--- config.mk ---
export PLATFORM = sky130hd
export DESIGN_NAME = mem_stage_lsu
export DESIGN_NICKNAME = d
export VERILOG_FILES = /design/src/rtl/mem_stage_lsu_pkg.sv /design/src/rtl/mem_lane_align.sv /design/src/rtl/mem_stage_lsu.sv
export SDC_FILE = /design/constraint.sdc
export NUM_CORES = 1
export LEC_CHECK = 0
export ABC_AREA = 1
export CORE_UTILIZATION = 45
export DETAILED_ROUTE_END_ITERATION = 8
export PLACE_DENSITY = 0.78
export SKIP_LAST_GASP = 1
export SYNTH_ARGS = -nofsm -noshare
export SYNTH_HDL_FRONTEND = slang
export SYNTH_HIERARCHICAL = 1
export SYNTH_SLANG_ARGS = --single-unit
--- constraint.sdc ---
create_clock -name clk -period 3 [get_ports clk]
set_clock_uncertainty 0.15 [all_clocks]
set_input_delay 0.6 -clock clk [delete_from_list [all_inputs] [get_ports clk]]
set_output_delay 0.6 -clock clk [all_outputs]
set_load 0.1 [all_outputs]
--- src/rtl/mem_stage_lsu_pkg.sv ---
// Shared definitions for the MEM stage: op_mem bit positions, FSM states and bus widths.
// Bus widths are functions of the data width so that parameter defaults stay consistent.
package mem_stage_lsu_pkg;

  localparam int OP_MEM      = 0;
  localparam int OP_UNSIGNED = 1;
  localparam int OP_STORE    = 2;
  localparam int OP_WORD     = 3;
  localparam int OP_HALF     = 4;
  localparam int OP_BYTE     = 5;
  localparam int OP_W        = 6;

  localparam int REG_IDX_W = 5;
  localparam int INST_W    = 32;
  localparam int PC_W      = 32;

  typedef enum logic [1:0] {
    S_IDLE = 2'd0,
    S_REQ  = 2'd1,
    S_WAIT = 2'd2,
    S_OUT  = 2'd3
  } lsu_state_e;

  // {is_break, op_mem, wreg_index, wreg_en, inst, pc, inst_valid, src2, src1, alu_result}
  function automatic int ex_ctrl_width(input int dw);
    return 1 + OP_W + REG_IDX_W + 1 + INST_W + PC_W + 1 + 3 * dw;
  endfunction

  // {is_break, inst_valid, wreg_index, wreg_en, inst, pc, result}
  function automatic int mem_ctrl_width(input int dw);
    return 1 + 1 + REG_IDX_W + 1 + INST_W + PC_W + dw;
  endfunction

  // {result, wreg_index, wreg_en}
  function automatic int bypass_width(input int dw);
    return dw + REG_IDX_W + 1;
  endfunction

  // Anything that is neither byte nor half is handled as a word access.
  function automatic logic is_misaligned(input logic is_byte, input logic is_half,
                                         input logic [1:0] addr_lo);
    if (is_byte) return 1'b0;
    if (is_half) return addr_lo[0];
    return addr_lo != 2'b00;
  endfunction

endpackage

--- src/rtl/mem_lane_align.sv ---
// Byte-lane steering between the core and a DATA_W-wide memory word:
// store data replication / write mask, and load extraction with sign or zero extension.
module mem_lane_align
  import mem_stage_lsu_pkg::*;
#(
  parameter int DATA_W = 32
) (
  input  logic                        is_store,
  input  logic                        is_unsigned,
  input  logic                        is_half,
  input  logic                        is_byte,
  input  logic [$clog2(DATA_W/8)-1:0] addr_lo,
  input  logic [DATA_W-1:0]           store_data,
  input  logic [DATA_W-1:0]           rdata,
  output logic [DATA_W-1:0]           wdata,
  output logic [DATA_W/8-1:0]         wmask,
  output logic [DATA_W-1:0]           load_data
);
  localparam int NB = DATA_W / 8;
  localparam int AW = $clog2(NB);

  logic [AW-1:0]     lane_off;
  logic [NB-1:0]     base_mask;
  logic [DATA_W-1:0] shifted;

  genvar gi;
  generate
    for (gi = 0; gi < NB; gi++) begin : g_lane
      assign wdata[gi*8 +: 8] = is_byte ? store_data[7:0] :
                                is_half ? store_data[(gi % 2)*8 +: 8] :
                                          store_data[(gi % 4)*8 +: 8];
    end
  endgenerate

  always_comb begin
    lane_off  = addr_lo;
    base_mask = NB'(15);
    if (is_byte) begin
      base_mask = NB'(1);
    end else if (is_half) begin
      lane_off  = addr_lo & ~AW'(1);
      base_mask = NB'(3);
    end else begin
      lane_off  = addr_lo & ~AW'(3);
    end
    wmask   = is_store ? (base_mask << lane_off) : '0;
    shifted = rdata >> {lane_off, 3'b000};
    if (is_byte)
      load_data = is_unsigned ? DATA_W'(shifted[7:0]) : DATA_W'($signed(shifted[7:0]));
    else if (is_half)
      load_data = is_unsigned ? DATA_W'(shifted[15:0]) : DATA_W'($signed(shifted[15:0]));
    else
      load_data = is_unsigned ? DATA_W'(shifted[31:0]) : DATA_W'($signed(shifted[31:0]));
  end

endmodule

--- src/rtl/mem_stage_lsu.sv ---
// MEM pipeline stage with a variable-latency req/resp data port, a valid/ready output
// register towards WB and a bypass bus that tells ID when the result is usable.
module mem_stage_lsu
  import mem_stage_lsu_pkg::*;
#(
  parameter int DATA_W   = 32,
  parameter int IN_W     = ex_ctrl_width(DATA_W),
  parameter int OUT_W    = mem_ctrl_width(DATA_W) + 1,
  parameter int MAX_WAIT = 255
) (
  input  logic                          clk,
  input  logic                          reset,
  input  logic                          in_valid,
  output logic                          in_ready,
  input  logic [IN_W-1:0]               in_bus,
  output logic                          out_valid,
  input  logic                          out_ready,
  output logic [OUT_W-1:0]              out_bus,
  output logic                          req_valid,
  input  logic                          req_ready,
  output logic [DATA_W-1:0]             req_addr,
  output logic                          req_we,
  output logic [DATA_W/8-1:0]           req_wmask,
  output logic [DATA_W-1:0]             req_wdata,
  input  logic                          resp_valid,
  input  logic [DATA_W-1:0]             resp_rdata,
  output logic [bypass_width(DATA_W):0] bypass,
  output logic                          timeout_err
);
  localparam int NB    = DATA_W / 8;
  localparam int AW    = $clog2(NB);
  localparam int CNT_W = (MAX_WAIT > 1) ? $clog2(MAX_WAIT + 1) : 1;

  logic                 in_is_break, in_wen, in_iv;
  logic [OP_W-1:0]      in_op;
  logic [REG_IDX_W-1:0] in_widx;
  logic [INST_W-1:0]    in_inst;
  logic [PC_W-1:0]      in_pc;
  logic [DATA_W-1:0]    in_src2, in_src1, in_alu;

  assign {in_is_break, in_op, in_widx, in_wen, in_inst, in_pc, in_iv,
          in_src2, in_src1, in_alu} = in_bus;

  logic in_is_mem, in_misalign, in_to_mem, accept;
  assign in_is_mem   = in_op[OP_MEM] & in_iv;
  assign in_misalign = in_is_mem & is_misaligned(in_op[OP_BYTE], in_op[OP_HALF], in_alu[1:0]);
  assign in_to_mem   = in_is_mem & ~in_misalign;
  assign accept      = in_valid & in_ready;

  lsu_state_e state_reg, state_next;

  // Capture register: the instruction currently owned by the memory side.
  logic                 cap_is_break_reg, cap_wen_reg, cap_iv_reg;
  logic [OP_W-1:0]      cap_op_reg;
  logic [REG_IDX_W-1:0] cap_widx_reg;
  logic [INST_W-1:0]    cap_inst_reg;
  logic [PC_W-1:0]      cap_pc_reg;
  logic [DATA_W-1:0]    cap_src2_reg, cap_alu_reg;

  logic                 out_misalign_reg, out_is_break_reg, out_iv_reg, out_wen_reg;
  logic [REG_IDX_W-1:0] out_widx_reg;
  logic [INST_W-1:0]    out_inst_reg;
  logic [PC_W-1:0]      out_pc_reg;
  logic [DATA_W-1:0]    out_result_reg;

  logic [CNT_W-1:0]     wait_cnt_reg;
  logic                 timeout_err_reg;
  logic                 timeout_hit;
  logic [DATA_W-1:0]    load_data;

  logic                 byp_ok, byp_wen;
  logic [DATA_W-1:0]    byp_result;
  logic [REG_IDX_W-1:0] byp_widx;

  // A response in the same cycle as expiry wins over the timeout.
  assign timeout_hit = (state_reg == S_WAIT) & ~resp_valid & (MAX_WAIT != 0) &
                       (wait_cnt_reg == CNT_W'(MAX_WAIT - 1));

  always_ff @(posedge clk or negedge reset) begin
    if (!reset) state_reg <= S_IDLE;
    else        state_reg <= state_next;
  end

  always_comb begin
    state_next = state_reg;
    case (state_reg)
      S_IDLE: if (accept) state_next = in_to_mem ? S_REQ : S_OUT;
      S_REQ:  if (req_ready) state_next = S_WAIT;
      S_WAIT: if (resp_valid || timeout_hit) state_next = S_OUT;
      S_OUT: begin
        if (accept)         state_next = in_to_mem ? S_REQ : S_OUT;
        else if (out_ready) state_next = S_IDLE;
      end
      default: state_next = S_IDLE;
    endcase
  end

  always_comb begin
    in_ready   = 1'b0;
    req_valid  = 1'b0;
    out_valid  = 1'b0;
    byp_ok     = 1'b0;
    byp_result = out_result_reg;
    byp_widx   = out_widx_reg;
    byp_wen    = 1'b0;
    case (state_reg)
      S_IDLE: in_ready = 1'b1;
      S_REQ, S_WAIT: begin
        req_valid  = (state_reg == S_REQ);
        byp_result = cap_alu_reg;
        byp_widx   = cap_widx_reg;
        byp_wen    = cap_wen_reg;
      end
      S_OUT: begin
        in_ready  = out_ready;
        out_valid = 1'b1;
        byp_ok    = 1'b1;
        byp_wen   = out_wen_reg;
      end
      default: in_ready = 1'b0;
    endcase
  end

  always_ff @(posedge clk or negedge reset) begin
    if (!reset) begin
      cap_is_break_reg <= 1'b0;
      cap_wen_reg      <= 1'b0;
      cap_iv_reg       <= 1'b0;
      cap_op_reg       <= '0;
      cap_widx_reg     <= '0;
      cap_inst_reg     <= '0;
      cap_pc_reg       <= '0;
      cap_src2_reg     <= '0;
      cap_alu_reg      <= '0;
    end else if (accept) begin
      cap_is_break_reg <= in_is_break;
      cap_wen_reg      <= in_wen;
      cap_iv_reg       <= in_iv;
      cap_op_reg       <= in_op;
      cap_widx_reg     <= in_widx;
      cap_inst_reg     <= in_inst;
      cap_pc_reg       <= in_pc;
      cap_src2_reg     <= in_src2;
      cap_alu_reg      <= in_alu;
    end
  end

  // Non-memory and misaligned ops bypass the memory port and land here directly.
  always_ff @(posedge clk or negedge reset) begin
    if (!reset) begin
      out_misalign_reg <= 1'b0;
      out_is_break_reg <= 1'b0;
      out_iv_reg       <= 1'b0;
      out_wen_reg      <= 1'b0;
      out_widx_reg     <= '0;
      out_inst_reg     <= '0;
      out_pc_reg       <= '0;
      out_result_reg   <= '0;
    end else if (accept && !in_to_mem) begin
      out_misalign_reg <= in_misalign;
      out_is_break_reg <= in_is_break;
      out_iv_reg       <= in_iv;
      out_wen_reg      <= in_wen & ~in_misalign;
      out_widx_reg     <= in_widx;
      out_inst_reg     <= in_inst;
      out_pc_reg       <= in_pc;
      out_result_reg   <= in_alu;
    end else if (state_reg == S_WAIT && (resp_valid || timeout_hit)) begin
      out_misalign_reg <= 1'b0;
      out_is_break_reg <= cap_is_break_reg;
      out_iv_reg       <= cap_iv_reg;
      out_wen_reg      <= cap_wen_reg;
      out_widx_reg     <= cap_widx_reg;
      out_inst_reg     <= cap_inst_reg;
      out_pc_reg       <= cap_pc_reg;
      out_result_reg   <= timeout_hit          ? '0 :
                          cap_op_reg[OP_STORE] ? cap_alu_reg : load_data;
    end
  end

  always_ff @(posedge clk or negedge reset) begin
    if (!reset) begin
      wait_cnt_reg    <= '0;
      timeout_err_reg <= 1'b0;
    end else begin
      if (state_reg == S_REQ && req_ready) wait_cnt_reg <= '0;
      else if (state_reg == S_WAIT)        wait_cnt_reg <= wait_cnt_reg + CNT_W'(1);
      if (timeout_hit) timeout_err_reg <= 1'b1;
    end
  end

  mem_lane_align #(.DATA_W(DATA_W)) u_lane_align (
    .is_store    (cap_op_reg[OP_STORE]),
    .is_unsigned (cap_op_reg[OP_UNSIGNED]),
    .is_half     (cap_op_reg[OP_HALF]),
    .is_byte     (cap_op_reg[OP_BYTE]),
    .addr_lo     (cap_alu_reg[AW-1:0]),
    .store_data  (cap_src2_reg),
    .rdata       (resp_rdata),
    .wdata       (req_wdata),
    .wmask       (req_wmask),
    .load_data   (load_data)
  );

  assign req_addr    = cap_alu_reg;
  assign req_we      = cap_op_reg[OP_STORE];
  assign timeout_err = timeout_err_reg;
  assign bypass      = {byp_ok, byp_result, byp_widx, byp_wen};
  assign out_bus     = {out_misalign_reg, out_is_break_reg, out_iv_reg, out_widx_reg,
                        out_wen_reg, out_inst_reg, out_pc_reg, out_result_reg};

  logic unused_ok;
  assign unused_ok = ^{in_src1, cap_op_reg[OP_MEM], cap_op_reg[OP_WORD]};

endmodule

==> impl_metrics.tcl <==
set metrics [dict create \
    io_pins 429 \
    core_area_um2 29800 \
    fp.dieH_um 176 \
    crit_arrival_ps 2170 \
    fin_crit_ps 2920 \
    critPathMaxFanout 28 \
    numCtsBuffers 29 \
    syn_inst 1944 \
    drive_gt1_share_pct 15.6 \
    setup_ws_ps 77.7 \
    die_w_um 176 \
    post-route-util_pct 64.4 \
    drt_iter0_drc 885 \
    cp_cell_sequence "inv_1 -> ha_1 -> inv_4 -> buf_16 -> o21ai_2 -> buf_12" \
    hold_class "flip-flop to flip-flop" \
    worst_slew_pin_slew_ps 607 \
    cp-start-kind "flip-flop" \
    status "completed" \
    cpMaxStageDelayCell "dfrtp_1" \
    gp_congestion 0.902 \
    grt_usage_pct 28.2 \
    first_pass_iters 5 \
    cts_tree "done" \
    cp-end-kind "output port" \
    synth_fp_nets 2162 \
    htree_levels 1 \
    syn-mean-instance-area_um2 7.04 \
    start_util_pct 45.9 \
    viasPerCell 5.03 \
    seq_area_frac_synth_pct 46.8 \
    grt_overflow 0 \
    fin_nets 2491 \
    post-route-drc-count 0 \
    slowest_delay_ps 400 \
    worstPathRequired_ps 2250 \
    rsz0062_at_grt "yes" \
    placementRows 63 \
    grt_max_degree 124 \
    grt_pass1_vias 13000 \
    hpwl_mm 29.9 \
    setup_viol 0 \
    antenna_found_initial 5 \
    yosys_warnings 6 \
    ant_nets 0 \
    cts_root_buf "clkbuf_16" \
    finalCritPeriodShare_pct 97.4 \
    fmax_mhz 342 \
    clock-sinks 256 \
    ys_types 29 \
    drt-total-wl_mm 44.0 \
    relSlewSlack_pct 59.5 \
    vias 13500 \
    criticalPathCategory "flip-flop to output port" \
    port_buffers 395 \
    grt_pass1_wl_mm 69.5 \
    clockBufferDepth 3 \
    syn2layout_area_growth_pct 40.4 \
    max_cap_violations 0 \
    clock_latency_ps 540 \
    die_area_um2 31100 \
    report.final.slew_viol_count 0 \
    clkTransAtPathRegs_ps 60 \
    routedWlPerCell_um 16.4 \
    hold_violations 0 \
    postSynthRegisterBits 256 \
    netlist_area_um2 13700 \
    dpl_worst_slack_ps 314 \
]
==> placed cells by master (no fill, tap or decap), types with 2 or more instances in the layout <==
| cell type | Yosys | routed |
|---|---|---|
| a21oi_1 | 27 | 26 |
| buf_12 | 0 | 77 |
| buf_16 | 0 | 2 |
| buf_4 | 23 | 168 |
| buf_8 | 0 | 2 |
| bufinv_16 | 0 | 3 |
| clkbuf_1 | 34 | 7 |
| clkbuf_16 | 0 | 29 |
| clkbuf_8 | 0 | 6 |
| clkdlybuf4s50_1 | 0 | 177 |
| clkinv_1 | 11 | 11 |
| clkinv_2 | 0 | 5 |
| dfrtp_1 | 256 | 255 |
| diode_2 | 0 | 5 |
| ha_1 | 6 | 6 |
| inv_1 | 166 | 166 |
| inv_2 | 8 | 6 |
| mux2_2 | 8 | 8 |
| nand2_1 | 971 | 969 |
| nand2_2 | 6 | 6 |
| nand2_4 | 2 | 3 |
| nand3_1 | 56 | 56 |
| nand3_2 | 3 | 2 |
| nand3_4 | 1 | 2 |
| nor2_1 | 30 | 30 |
| nor2_4 | 3 | 3 |
| nor2_8 | 2 | 2 |
| nor3_1 | 5 | 3 |
| nor3_2 | 0 | 2 |
| o211ai_1 | 3 | 3 |
| o21ai_0 | 182 | 155 |
| o21ai_1 | 65 | 66 |
| o21ai_2 | 1 | 26 |
==> logic make-up after synthesis <==
family | count (synthesis) | share of synthesized area (%)
fa+ha+maj | 6 | 0.549
compound gates | 279 | 10.3
mux | 8 | 0.659
simple gates | 1081 | 31.1
flops | 256 | 46.8
buf+inv | 314 | 10.5
==> synth_stat cells, drive strengths merged <==
cell | number | area share [%]
buf | 95 | 4.5
o21ai | 248 | 9.1
nand3 | 60 | 2.4
a21oi | 27 | 0.99
o211ai | 3 | 0.16
dfrtp | 256 | 47
inv | 174 | 4.8
or2 | 1 | 0.046
nor3 | 5 | 0.18
mux2 | 8 | 0.66
nor2 | 35 | 1.4
clkbuf | 34 | 0.93
clkinv | 11 | 0.30
a221oi | 1 | 0.064
nand4 | 1 | 0.046
ha | 6 | 0.55
nand2 | 979 | 27
==> area by class of cell <==
class	instances	area, um2
Multi-Input combinational cell	1374	5980
Clock inverter	7	110
Tap cell	390	488
Clock buffer	42	835
Sequential cell	256	6410
Fill cell	2558	10600
Antenna cell	5	12.5
Timing Repair Buffer	427	4670
Inverter	185	698
==> repair_timing <==
item,CTS,global route
cloned,1,0
setup endpoints to repair,8,9
resized for setup,4,5
hold buffers,1,0
buffers inserted,1,0
endpoints found under the hold margin,45,0
==> per-layer routing <==
| metal | share of wire, % | track usage, % |
|---|---|---|
| met4 | 2.9 | 10.1 |
| met2 | 48 | 47.2 |
| met1 | 41 | 35.3 |
| met3 | 8.2 | 6.87 |
| met5 | 0.039 | 0 |
==> critical path: cells and delay by family, from the launching register on <==
family          cells  cell delay (ps)
compound gates      1              270
flops               1              400
buf+inv             4              580
fa+ha+maj           1              370
==> final timing paths <==
check	cells after the start	slack, ps	from	to
max	6	80	state_reg[1]	bypass[13]
min	2	330	cap_src2_reg[16]	cap_src2_reg[16]
max reg2reg	11	390	state_reg[1]	out_inst_reg[15]
min reg2reg	2	330	cap_src2_reg[16]	cap_src2_reg[16]
max in group asynchronous	3	1530	reset	out_iv_reg
min in group asynchronous	2	430	reset	out_result_reg[19]
==> metrics by stage <==
| stage | instance area, um2 | setup TNS, ps | instances | hold WS, ps |
|---|---|---|---|---|
| floorplan | 13800 | -1340 | 1944 | 154 |
| global placement | 18200 | 0 | 2629 | 302 |
| detailed placement | 18200 | 0 | 2629 | 313 |
| CTS | 19200 | 0 | 2681 | 328 |
| global route | 19200 | -490 | 2684 | 349 |
| finish | 19200 | 0 | 2686 | 327 |
Power is left out: the tool's default activity adds up to more than one toggle a clock period on the data nets, which glitch-free logic cannot reach.
